==> src/rtl/ping_pong_ctrl_pkg.sv <==
// Shared types and constants for the ping-pong buffer controller.
// PING_PONG_CTRL_STATS_EN (optional) uses STATS_W and sat_inc from here.
package ping_pong_ctrl_pkg;

    typedef enum logic [0:0] {
        RD_IDLE  = 1'b0,
        RD_BURST = 1'b1
    } rd_state_t;

    localparam int STATS_W = 16;

    function automatic logic [STATS_W-1:0] sat_inc(input logic [STATS_W-1:0] v,
                                                    input logic               en);
        sat_inc = (en && (v != '1)) ? v + STATS_W'(1) : v;
    endfunction

endpackage

==> src/rtl/ping_pong_rd_seq.sv <==
// Read-side sequencer: walks the full half from address 0 to rd_len-1,
// issuing one buffer read per rd_ready cycle and flagging the final issue.
module ping_pong_rd_seq
    import ping_pong_ctrl_pkg::*;
#(
    parameter int AW = 4
) (
    input  logic          clk,
    input  logic          rst_n,
    input  logic          rfull,
    input  logic [AW:0]   rd_len,
    input  logic          rd_ready,
    output logic          enb,
    output logic [AW-1:0] addrb,
    output logic          rd_done,
    output logic          rd_valid,
    output logic          rd_last
);

    localparam logic [AW:0] CNT_ONE = (AW+1)'(1);

    rd_state_t   state_q, state_d;
    logic [AW:0] rd_cnt_q, rd_cnt_d;
    logic        rd_valid_q, rd_last_q;
    logic        issue, last_issue;

    always_comb begin
        issue      = (state_q == RD_BURST) && rd_ready;
        last_issue = issue && (rd_cnt_q == (rd_len - CNT_ONE));
        state_d    = state_q;
        rd_cnt_d   = rd_cnt_q;
        case (state_q)
            RD_IDLE: begin
                if (rfull) state_d = RD_BURST;
            end
            RD_BURST: begin
                if (last_issue) begin
                    state_d  = RD_IDLE;
                    rd_cnt_d = '0;
                end else if (issue) begin
                    rd_cnt_d = rd_cnt_q + CNT_ONE;
                end
            end
            default: state_d = RD_IDLE;
        endcase
    end

    // rd_valid/rd_last track the buffer's one-cycle read latency
    always_ff @(posedge clk) begin
        if (!rst_n) begin
            state_q    <= RD_IDLE;
            rd_cnt_q   <= '0;
            rd_valid_q <= 1'b0;
            rd_last_q  <= 1'b0;
        end else begin
            state_q    <= state_d;
            rd_cnt_q   <= rd_cnt_d;
            rd_valid_q <= issue;
            rd_last_q  <= last_issue;
        end
    end

    assign enb      = issue;
    assign addrb    = rd_cnt_q[AW-1:0];
    assign rd_done  = last_issue;
    assign rd_valid = rd_valid_q;
    assign rd_last  = rd_last_q;

endmodule

==> src/rtl/ping_pong_ctrl.sv <==
// Ping-pong buffer controller: fills one half while the other is drained.
// Define PING_PONG_CTRL_STATS_EN to add swap_cnt / stall_cnt counters.
module ping_pong_ctrl
    import ping_pong_ctrl_pkg::*;
#(
    parameter  int BIT_LENGTH = 64,
    parameter  int DEPTH      = 16,
    localparam int AW         = $clog2(DEPTH)
) (
    input  logic                  clk,
    input  logic                  rst_n,
    input  logic                  wr_valid,
    output logic                  wr_ready,
    input  logic [BIT_LENGTH-1:0] wr_data,
    input  logic                  wr_flush,
    input  logic                  rd_ready,
    output logic                  rd_valid,
    output logic                  rd_last,
    output logic [AW:0]           rd_len,
    output logic                  ena,
    output logic                  wea,
    output logic [AW-1:0]         addra,
    output logic [BIT_LENGTH-1:0] dina,
    output logic                  enb,
    output logic [AW-1:0]         addrb,
    input  logic [BIT_LENGTH-1:0] doutb,
    output logic [BIT_LENGTH-1:0] rd_data,
    output logic                  ping_pong
`ifdef PING_PONG_CTRL_STATS_EN
    ,
    output logic [STATS_W-1:0]    swap_cnt,
    output logic [STATS_W-1:0]    stall_cnt
`endif
);

    localparam logic [AW:0] CNT_ONE  = (AW+1)'(1);
    localparam logic [AW:0] FULL_CNT = (AW+1)'(DEPTH);

    logic [AW:0] wr_cnt_q, wr_cnt_d, len_q, len_d, rd_len_q, rd_len_d;
    logic        wfull_q, wfull_d, rfull_q, rfull_d, pp_q, pp_d;
    logic [AW:0] wr_cnt_inc;
    logic        accept, close, swap, rd_done;

    always_comb begin
        accept     = wr_valid && !wfull_q;
        wr_cnt_inc = wr_cnt_q + (accept ? CNT_ONE : '0);
        // a flush only closes the half if it ends up holding at least one word
        close      = !wfull_q && ((wr_cnt_inc == FULL_CNT) ||
                                  (wr_flush && (wr_cnt_inc != '0)));
        // rd_done frees the read half on the same edge the last read issues
        swap       = wfull_q && (!rfull_q || rd_done);

        wr_cnt_d = wr_cnt_q;
        len_d    = len_q;
        rd_len_d = rd_len_q;
        wfull_d  = wfull_q;
        rfull_d  = rfull_q;
        pp_d     = pp_q;
        if (swap) begin
            pp_d     = ~pp_q;
            rfull_d  = 1'b1;
            rd_len_d = len_q;
            wfull_d  = 1'b0;
            wr_cnt_d = '0;
        end else begin
            wr_cnt_d = wr_cnt_inc;
            if (rd_done) rfull_d = 1'b0;
            if (close) begin
                wfull_d = 1'b1;
                len_d   = wr_cnt_inc;
            end
        end
    end

    always_ff @(posedge clk) begin
        if (!rst_n) begin
            wr_cnt_q <= '0;
            len_q    <= '0;
            rd_len_q <= '0;
            wfull_q  <= 1'b0;
            rfull_q  <= 1'b0;
            pp_q     <= 1'b0;
        end else begin
            wr_cnt_q <= wr_cnt_d;
            len_q    <= len_d;
            rd_len_q <= rd_len_d;
            wfull_q  <= wfull_d;
            rfull_q  <= rfull_d;
            pp_q     <= pp_d;
        end
    end

    ping_pong_rd_seq #(
        .AW(AW)
    ) u_rd_seq (
        .clk      (clk),
        .rst_n    (rst_n),
        .rfull    (rfull_q),
        .rd_len   (rd_len_q),
        .rd_ready (rd_ready),
        .enb      (enb),
        .addrb    (addrb),
        .rd_done  (rd_done),
        .rd_valid (rd_valid),
        .rd_last  (rd_last)
    );

    assign wr_ready  = !wfull_q;
    assign ena       = accept;
    assign wea       = accept;
    assign addra     = wr_cnt_q[AW-1:0];
    assign dina      = wr_data;
    assign rd_data   = doutb;
    assign rd_len    = rd_len_q;
    assign ping_pong = pp_q;

`ifdef PING_PONG_CTRL_STATS_EN
    logic [STATS_W-1:0] swap_cnt_q, stall_cnt_q;

    always_ff @(posedge clk) begin
        if (!rst_n) begin
            swap_cnt_q  <= '0;
            stall_cnt_q <= '0;
        end else begin
            swap_cnt_q  <= sat_inc(swap_cnt_q, swap);
            stall_cnt_q <= sat_inc(stall_cnt_q, wr_valid && wfull_q);
        end
    end

    assign swap_cnt  = swap_cnt_q;
    assign stall_cnt = stall_cnt_q;
`endif

endmodule

==> config.mk <==
export PLATFORM = sky130hd
export DESIGN_NAME = ping_pong_ctrl
export DESIGN_NICKNAME = d
export VERILOG_FILES = /design/src/rtl/ping_pong_ctrl_pkg.sv /design/src/rtl/ping_pong_rd_seq.sv /design/src/rtl/ping_pong_ctrl.sv
export SDC_FILE = /design/constraint.sdc
export NUM_CORES = 1
export LEC_CHECK = 0
export ABC_CLOCK_PERIOD_IN_PS = 3600
export CORE_AREA = 2 2 109 111
export CTS_BUF_LIST = sky130_fd_sc_hd__clkbuf_4 sky130_fd_sc_hd__clkbuf_8 sky130_fd_sc_hd__clkbuf_16
export DETAILED_ROUTE_END_ITERATION = 6
export DIE_AREA = 0 0 111 113
export PLACE_DENSITY = 0.66
export SYNTH_ARGS = -nofsm -noshare
export SYNTH_HDL_FRONTEND = slang
export SYNTH_SLANG_ARGS = --single-unit
export TNS_END_PERCENT = 1
==> constraint.sdc <==
create_clock -name clk -period 3.6 [get_ports clk]
set_clock_uncertainty 0.15 [all_clocks]
set_input_delay 0.72 -clock clk [delete_from_list [all_inputs] [get_ports clk]]
set_output_delay 0.72 -clock clk [all_outputs]
set_load 0.02 [all_outputs]
## Word-level counts from Yosys, hierarchy flattened

Cells that the tools add are included.

| word-level totals | value |
|---|---|
| register bits after elaboration | 26 |
| input port bits | 133 |
| output and inout bits | 148 |
| word-level logic and storage cells | 43 |

| operators by class | value |
|---|---|
| add/sub/neg operators | 3 |
| eq/ne operators | 2 |
| muxes and demuxes | 8 |
| bitwise operators | 4 |
| reductions and logical operators | 16 |

Operators with widths:

| cell | number |
|---|---|
| 5-bit 2-to-1 mux | 2 |
| 1-bit logical AND | 6 |
| 5-bit by 1-bit adder with 5-bit output | 1 |
| 5-bit by 1-bit adder with 5-bit output (second input constant) | 1 |
| 5-bit equality test | 1 |
| 5-bit equality test (second input constant) | 1 |
| 1-bit 2-to-1 mux | 5 |
| 5-bit nonzero test | 1 |
| 5-bit by 1-bit subtractor with 5-bit output (second input constant) | 1 |
| 1-bit inverter | 4 |
| 2-bit AND reduction | 2 |
| 2-bit nonzero test | 2 |
| 1-bit zero test | 2 |
| 1-bit logical OR | 2 |
| 1-bit case mux with 2 select lines | 1 |
| 2-bit OR reduction | 1 |

## Logic depth before layout (Yosys ltp)

Gate-level depths: netlist of the first run.

| depth | value |
|---|---|
| depth after elaboration | 9 |
| mapped depth | 9 |
| depth with buffers taken out | 8 |

## Hierarchy

From an unflattened synthesis of the first run, not the netlist that was laid out.

| unflattened totals | value |
|---|---|
| cells, all modules | 259 |
| area total of the unflattened synthesis | 2233.4 um2 |

Modules (own cells, without submodules):

| module | times used | cells each | area each (um2) | seq. area each (um2) |
|---|---|---|---|---|
| ping_pong_ctrl | 1 | 203 | 1724.2 | 360.3 |
| ping_pong_rd_seq | 1 | 56 | 509.2 | 160.2 |

## Worst setup path after synthesis of the first run

Ideal clock, no wire load.

| timing path | value |
|---|---|
| kind | input -> register |
| start | input wr_valid |
| end | register wfull_q |
| setup time | 70 ps |
| arrival | 2604 ps |
| required time | 3380 ps |
| setup slack | 775 ps |
| stages on the path | 7 |
| path buffers | 0 |
| cell sequence | nor2b_1 ha_1 ha_1 nor3_1 a21oi_1 a311o_1 a21oi_1 |

| on the way | value |
|---|---|
| cells in the longest elaborated chain, start to end | 7 |
| elaborated cells between the ends (all ways) | 8 |
| those cells by class | add/sub: 1; eq/ne: 1; mux: 1; reduce/logical: 5 |

Ends and longest elaborated chain:

| item | RTL line | RTL |
|---|---|---|
| start, declared | ping_pong_ctrl.sv:12 | `input logic wr_valid,` |
| 1-bit logical AND (*) | ping_pong_ctrl.sv:45 | `accept = wr_valid && !wfull_q;` |
| 1-bit 2-to-1 mux (*) | ping_pong_ctrl.sv:46 | `wr_cnt_inc = wr_cnt_q + (accept ? CNT_ONE : '0);` |
| 5-bit by 1-bit adder with 5-bit output (*) | ping_pong_ctrl.sv:46 |  |
| net wr_cnt_inc[1] | ping_pong_ctrl.sv:41 | `logic [AW:0] wr_cnt_inc;` |
| 5-bit nonzero test | ping_pong_ctrl.sv:49 | `(wr_flush && (wr_cnt_inc != '0)));` |
| 1-bit logical AND | ping_pong_ctrl.sv:49 |  |
| 1-bit logical OR (*) | ping_pong_ctrl.sv:48 | `close = !wfull_q && ((wr_cnt_inc == FULL_CNT) \|\|` |
| 1-bit logical AND (*) | ping_pong_ctrl.sv:48 |  |
| end signal, assigned | ping_pong_ctrl.sv:87 | `wfull_q <= wfull_d;` |
| end, declared | ping_pong_ctrl.sv:40 | `logic wfull_q, wfull_d, rfull_q, rfull_d, pp_q, pp_d;` |

The timed path passes the listed nets; every way through them passes the cells marked *.
A chain may end at the register's enable or synchronous reset.

## Final worst setup path of the first run

| timing path | value |
|---|---|
| start | input rd_ready |
| end | output enb |

| on the way | value |
|---|---|
| cells in the longest elaborated chain, start to end | 1 |

Ends and longest elaborated chain:

| item | RTL line | RTL |
|---|---|---|
| start, declared | ping_pong_ctrl.sv:16 | `input logic rd_ready,` |
| 1-bit logical AND | ping_pong_rd_seq.sv:28 | `issue = (state_q == RD_BURST) && rd_ready;` |
| end, declared | ping_pong_ctrl.sv:24 | `output logic enb,` |

No other way between the ends.

==> run metrics, run 1 <==
post-synth design cell area ~0.0023 sq mm; pre-CTS WS 0.512 ns; class of the worst hold path register to register; Cell variety after synth 31; Max IR drop VDD 0.000237 V; via/cell ratio 3.78; critical path depth 4; Synth area leader buf_4; vias in the first global route 1,102; Crit. End Element primary output; CTS Buffer Depth 2; Die Ht 113 microns; Seq cells post-synth 26; largest net degree at the start of global routing 17; Synth top area share 0.456; worst reg2reg startpoint rd_len[0]; CP Data Arrival Time 2.07 ns; postcts setup bufs 0; Clk pin slew, worst setup/hold paths roughly 0.070 ns; slowest stage cell, crit path clkdlybuf4s50_1; CTS buffer count 3; worst setup path endpoint enb; non-filler instance count after layout 301; CP startpoint rd_ready; Synth warnings 0; row count 39; detailed placement HPWL approximately 3200 microns; fin. max-slew vios 0; Largest stage delay, worst path 0.63 ns; Hold Slack 0.319 ns; Worst-Margin Slew about 0.50 ns; post_cts resized 0; reg2reg end rd_len[3]; ANT nets after route 0; CP startpoint kind input port; RSZ-0062 raised after global routing false; Diodes inserted 0; TritonCTS clock tree done; Cells after Synth 271; routability congestion estimate from global placement between 0.7 and 0.8; Layout Utilization 0.152; Leak about 0.60 nW; Die Footprint ~0.013 sq mm; worst path required time 2.73 ns; initial core utilization 0.200; FF-to-FF setup slack 1.15 ns; Hold Crit Start ping_pong; Core Area ~0.011 sq mm; TritonRoute pass-1 iters 4; worst path bufs/invs 3; CTS Hold Bufs 0; Detailed Route WL 4040 microns; Final WS setup 0.662 ns; cell area after layout 0.00171 sq mm; nets 296; fin crit period 2.94 ns; crit-path max FO 6; first-pass GRT wire length 6150 microns; clock sink count 26; initial antenna violation count 0; setup_tns 0 ns; top cells by area, synth buf_4 46%, dfxtp_1 23%, xor2_1 3.5%, mux2i_1 3.1%, nand2_1 2.8%; Seq/Total Area, Yosys 0.231; Clk Latency, worst-skew pair 0.26 ns; pwr dens 598 mW/mm^2; CTS H-tree lvls 1; # DRC 0; Detailed Route Iter0 Violations 30; Pwr Total 1.03 mW; status complete, no violations; Worst Setup Path Type input port to primary output; layout cells sized above 1 0.0443; Layout area overhead -23.9%; wire length per cell approximately 13 microns; Critical Path Most Common Cell clkdlybuf4s50_1; syn nets 408; placed cell area 0.00161 sq mm; r2r worst-path depth 7; Total GRT Usage 0.0613; relative slew slack 0.666; Fin. Hold Viols 0; via count 1,137; fin crit share 0.816; Max-Cap Viols 0; Cells after DPL 297; Die W 111 microns; root buf cell clkbuf_16; gr ovfl total 0; final setup vio count 0; CP cell instances clkdlybuf4s50_1 -> nand2_1 -> inv_1 -> clkdlybuf4s50_1; Top delay family on crit path buffers and inverters; number of I/O pins approximately 280; port bufs 24; syn avg cell area 8.32 sq um; f_max 340 MHz
-- layout make-up --
class	instances	area (sq um)
clock buffer	3	75.1
clock inverter	1	30.0
fill	1268	9560
inverter	6	22.5
multi-input combinational	97	639
sequential	26	520
tap	143	179
timing repair buffer	25	248
-- routing by layer --
metal / wire [microns] / track usage / vias to the layer above / part of all wire
met5: 0 / 0 / - / 0
met4: 259 / 0.0492 / 0 / 0.064
met3: 549 / 0.0359 / 44 / 0.14
met2: 1870 / 0.0973 / 87 / 0.46
met1: 1360 / 0.0578 / 491 / 0.34
li1: - / - / 515 / -
-- worst min-delay path, cell delays in order (launching register included) --
cell     delay, ns
dfxtp_1       0.32
nand2_1       0.05
mux2i_1       0.05
-- report_power, final --
| part | switching (mW) | total (mW) | internal [mW] |
|---|---|---|---|
| Sequential | 0.0379 | 0.362 | 0.324 |
| Combinational | 0.180 | 0.341 | 0.161 |
| Clock | 0.102 | 0.324 | 0.221 |
-- sequential cells by signal, indices dropped and copies added, names as in the netlist --
register and flops:
u_rd_seq.rd_last 1, wr_cnt_q 5, u_rd_seq.state_q 1, wfull_q 1, u_rd_seq.rd_valid 1, rfull_q 1
u_rd_seq.rd_cnt_q 5, ping_pong 1, len_q 5, rd_len 5
-- cells in the final DEF (no fill, tap or decap) --
| cell | count |
|---|---|
| a211oi_1 | 4 |
| a211oi_2 | 1 |
| a21oi_1 | 11 |
| a221o_1 | 1 |
| a2bb2oi_1 | 1 |
| a311o_1 | 1 |
| a31oi_1 | 1 |
| and2_1 | 2 |
| buf_4 | 1 |
| bufinv_16 | 1 |
| clkbuf_16 | 3 |
| clkdlybuf4s50_1 | 24 |
| dfxtp_1 | 26 |
| ha_1 | 4 |
| inv_1 | 6 |
| mux2i_1 | 7 |
| nand2_1 | 17 |
| nand2b_1 | 2 |
| nand3_1 | 4 |
| nand4_1 | 3 |
| nor2_1 | 8 |
| nor2b_1 | 2 |
| nor3_1 | 4 |
| nor3b_1 | 3 |
| o21a_4 | 1 |
| o21ai_0 | 3 |
| o21ba_1 | 1 |
| o21bai_1 | 1 |
| or3_1 | 2 |
| xnor2_1 | 4 |
| xor2_1 | 9 |
-- logic make-up after synthesis --
kind of cell / count (synthesis) / synth area share
AO/OA/AOI/OAI: 26 / 0.0800
XOR/XNOR: 13 / 0.0505
adder cells (fa/ha/maj): 4 / 0.0222
buffers and inverters: 148 / 0.485
flip-flops: 26 / 0.231
multiplexers: 7 / 0.0311
AND/OR/NAND/NOR: 47 / 0.0999
-- worst min-delay path by stage --
stage / to / slack (ns) / depth (start not counted)
after CTS: ping_pong / 0.32 / 2
after global placement: u_rd_seq.state_q / 0.31 / 2
final: ping_pong / 0.32 / 2
after floorplan: u_rd_seq.state_q / 0.28 / 2
after detailed placement: ping_pong / 0.31 / 2
after global routing: ping_pong / 0.34 / 2
-- cells in the mapped netlist --
master       n
nor2_1       8
nand2_1     17
a21oi_1     11
o21ba_1      1
a2bb2oi_1    1
nand2b_1     2
a221o_1      1
mux2i_1      7
buf_4      137
buf_12       1
or3_1        2
dfxtp_1     26
xor2_1       9
o21ai_0      3
nor3_1       4
xnor2_1      4
nand3_1      4
and2_1       2
a31oi_1      1
o21bai_1     1
ha_1         4
a211oi_2     1
nor2b_1      2
nand4_1      3
a311o_1      1
clkbuf_1     3
o21a_4       1
nor3b_1      3
inv_1        6
buf_6        1
a211oi_1     4
No activity file was read; power rests on OpenSTA's default activity.
==> run 2, diff against run 1 <==
--- a/config.mk
+++ b/config.mk
@@ -5,12 +5,12 @@
 export SDC_FILE = /design/constraint.sdc
 export NUM_CORES = 1
 export LEC_CHECK = 0
-export ABC_CLOCK_PERIOD_IN_PS = 3600
+export ABC_CLOCK_PERIOD_IN_PS = 2700
 export CORE_AREA = 2 2 109 111
 export CTS_BUF_LIST = sky130_fd_sc_hd__clkbuf_4 sky130_fd_sc_hd__clkbuf_8 sky130_fd_sc_hd__clkbuf_16
 export DETAILED_ROUTE_END_ITERATION = 6
 export DIE_AREA = 0 0 111 113
-export PLACE_DENSITY = 0.66
+export PLACE_DENSITY = 0.68
 export SYNTH_ARGS = -nofsm -noshare
 export SYNTH_HDL_FRONTEND = slang
 export SYNTH_SLANG_ARGS = --single-unit
==> constraint.sdc (replaced) <==
create_clock -name clk -period 2.7 [get_ports clk]
set_clock_uncertainty 0.15 [all_clocks]
set_input_delay 0.54 -clock clk [delete_from_list [all_inputs] [get_ports clk]]
set_output_delay 0.54 -clock clk [all_outputs]
set_load 0.02 [all_outputs]
==> run metrics, run 2 (synthesized netlist as in run 1, its figures left out) <==
number of I/O pins 281; detailed placement HPWL 3430 microns; ANT nets after route 0; routability congestion estimate from global placement 0.777; largest net degree at the start of global routing 16; TritonCTS clock tree done; final setup vio count 0; RSZ-0062 raised after global routing false; Detailed Route Iter0 Violations 39; CP Data Arrival Time 1.92 ns; post_cts resized 0; Die Ht between 100 and 150 microns; Diodes inserted 0; Leak 0.633 nW; initial core utilization 0.200; relative slew slack 0.670; via/cell ratio 3.80; fillcell total 1,258; Detailed Route WL 4200 microns; f_max 383 MHz; commonest non-fill, non-tap cells in the layout 26 x dfxtp_1, 24 x clkdlybuf4s50_1, 17 x nand2_1; cell area after layout 0.00177 sq mm; Die Footprint about 0.013 sq mm; Fin. Hold Viols 0; CTS Buffer Depth 2; Max-Cap Viols 0; initial antenna violation count 0; setup_tns 0 ns; Worst-Margin Slew approximately 0.49 ns; layout cells sized above 1 0.0848; placed cell area roughly 0.0017 sq mm; status complete, no violations; postcts setup bufs 0; CP startpoint kind input port; Clk Latency, worst-skew pair between 0.2 and 0.3 ns; Layout area overhead -21.6%; nets 303; fin crit share 0.968; row count 39; CTS buffer count 3; Max IR drop VDD 0.000307 V; crit-path max FO 2; Clk pin slew, worst setup/hold paths 0.06 ns; CTS H-tree lvls 1; TritonRoute pass-1 iters 4; commonest non-fill, non-tap cell in the layout dfxtp_1; Worst Setup Path Type input port to primary output; worst path required time 2.01 ns; pwr dens slightly below 800 mW/mm^2; vias in the first global route 1,172; Die W 111 microns; gr ovfl total 0; root buf cell clkbuf_16; # DRC 0; port bufs 24; Core Area 0.0113 sq mm; fin. max-slew vios 0; wire length per cell 13.6 microns; Total GRT Usage 0.0647; via count 1,170; class of the worst hold path register to register; fin crit period 2.61 ns; clock sink count 26; CTS Hold Bufs 0; Crit. End Element primary output; first-pass GRT wire length 6470 microns
run 2: cell count changes in the layout (fill, tap and decap cells not counted), sizes merged:
cell	delta
buf	+7
run 2: final timing paths:
kind / from / end / slack [ns] / depth (start not counted)
hold reg to reg: u_rd_seq.state_q / u_rd_seq.state_q / 0.32 / 2
setup / recovery: wr_valid / ena / 0.09 / 4
hold / removal: u_rd_seq.state_q / u_rd_seq.state_q / 0.32 / 2
setup reg to reg: rd_len[0] / ping_pong / 0.43 / 7
run 2: worst max-delay path, stage by stage:
cell and delay, ns:
clkdlybuf4s50_1 0.47, nor2b_1 0.18, buf_4 0.14, clkdlybuf4s50_1 0.59
run 2: layer usage:
| metal | vias to the layer above | track usage | part of all wire |
|---|---|---|---|
| li1 | 524 | - | - |
| met3 | 34 | 0.0380 | 0.12 |
| met1 | 556 | 0.0556 | 0.34 |
| met2 | 56 | 0.116 | 0.50 |
| met4 | 0 | 0.0383 | 0.043 |
| met5 | - | 0 | 0 |
run 2: through the flow:
stage | power (mW) | setup slack (ns) | hold slack, ns | cells | util
global route | 1.47 | 0.00803 | 0.338 | 308 | 0.157
CTS | 1.40 | 0.0341 | 0.322 | 308 | 0.157
detailed placement | 0.971 | -0.0363 | 0.305 | 304 | 0.147
global placement | 0.960 | 0.0289 | 0.304 | 304 | 0.147
finish | 1.39 | 0.0857 | 0.318 | 308 | 0.157
floorplan | 1.11 | 0.0554 | 0.285 | 271 | -
run 2: cell type report:
| type | instances | area, sq um | share of cell area |
|---|---|---|---|
| Multi-Input combinational cell | 97 | 639 | 0.362 |
| Sequential cell | 26 | 520 | 0.295 |
| Timing Repair Buffer | 32 | 300 | 0.170 |
| Tap cell | 143 | 179 | 0.101 |
| Clock buffer | 3 | 75.1 | 0.0425 |
| Clock inverter | 1 | 30.0 | 0.0170 |
| Inverter | 6 | 22.5 | 0.0127 |
run 2: power breakdown:
group          leakage, nW  internal, mW  switching (mW)  total (mW)
clock               0.0511         0.295           0.130       0.425
combinational        0.371         0.231           0.251       0.482
sequential           0.211         0.432          0.0490       0.481
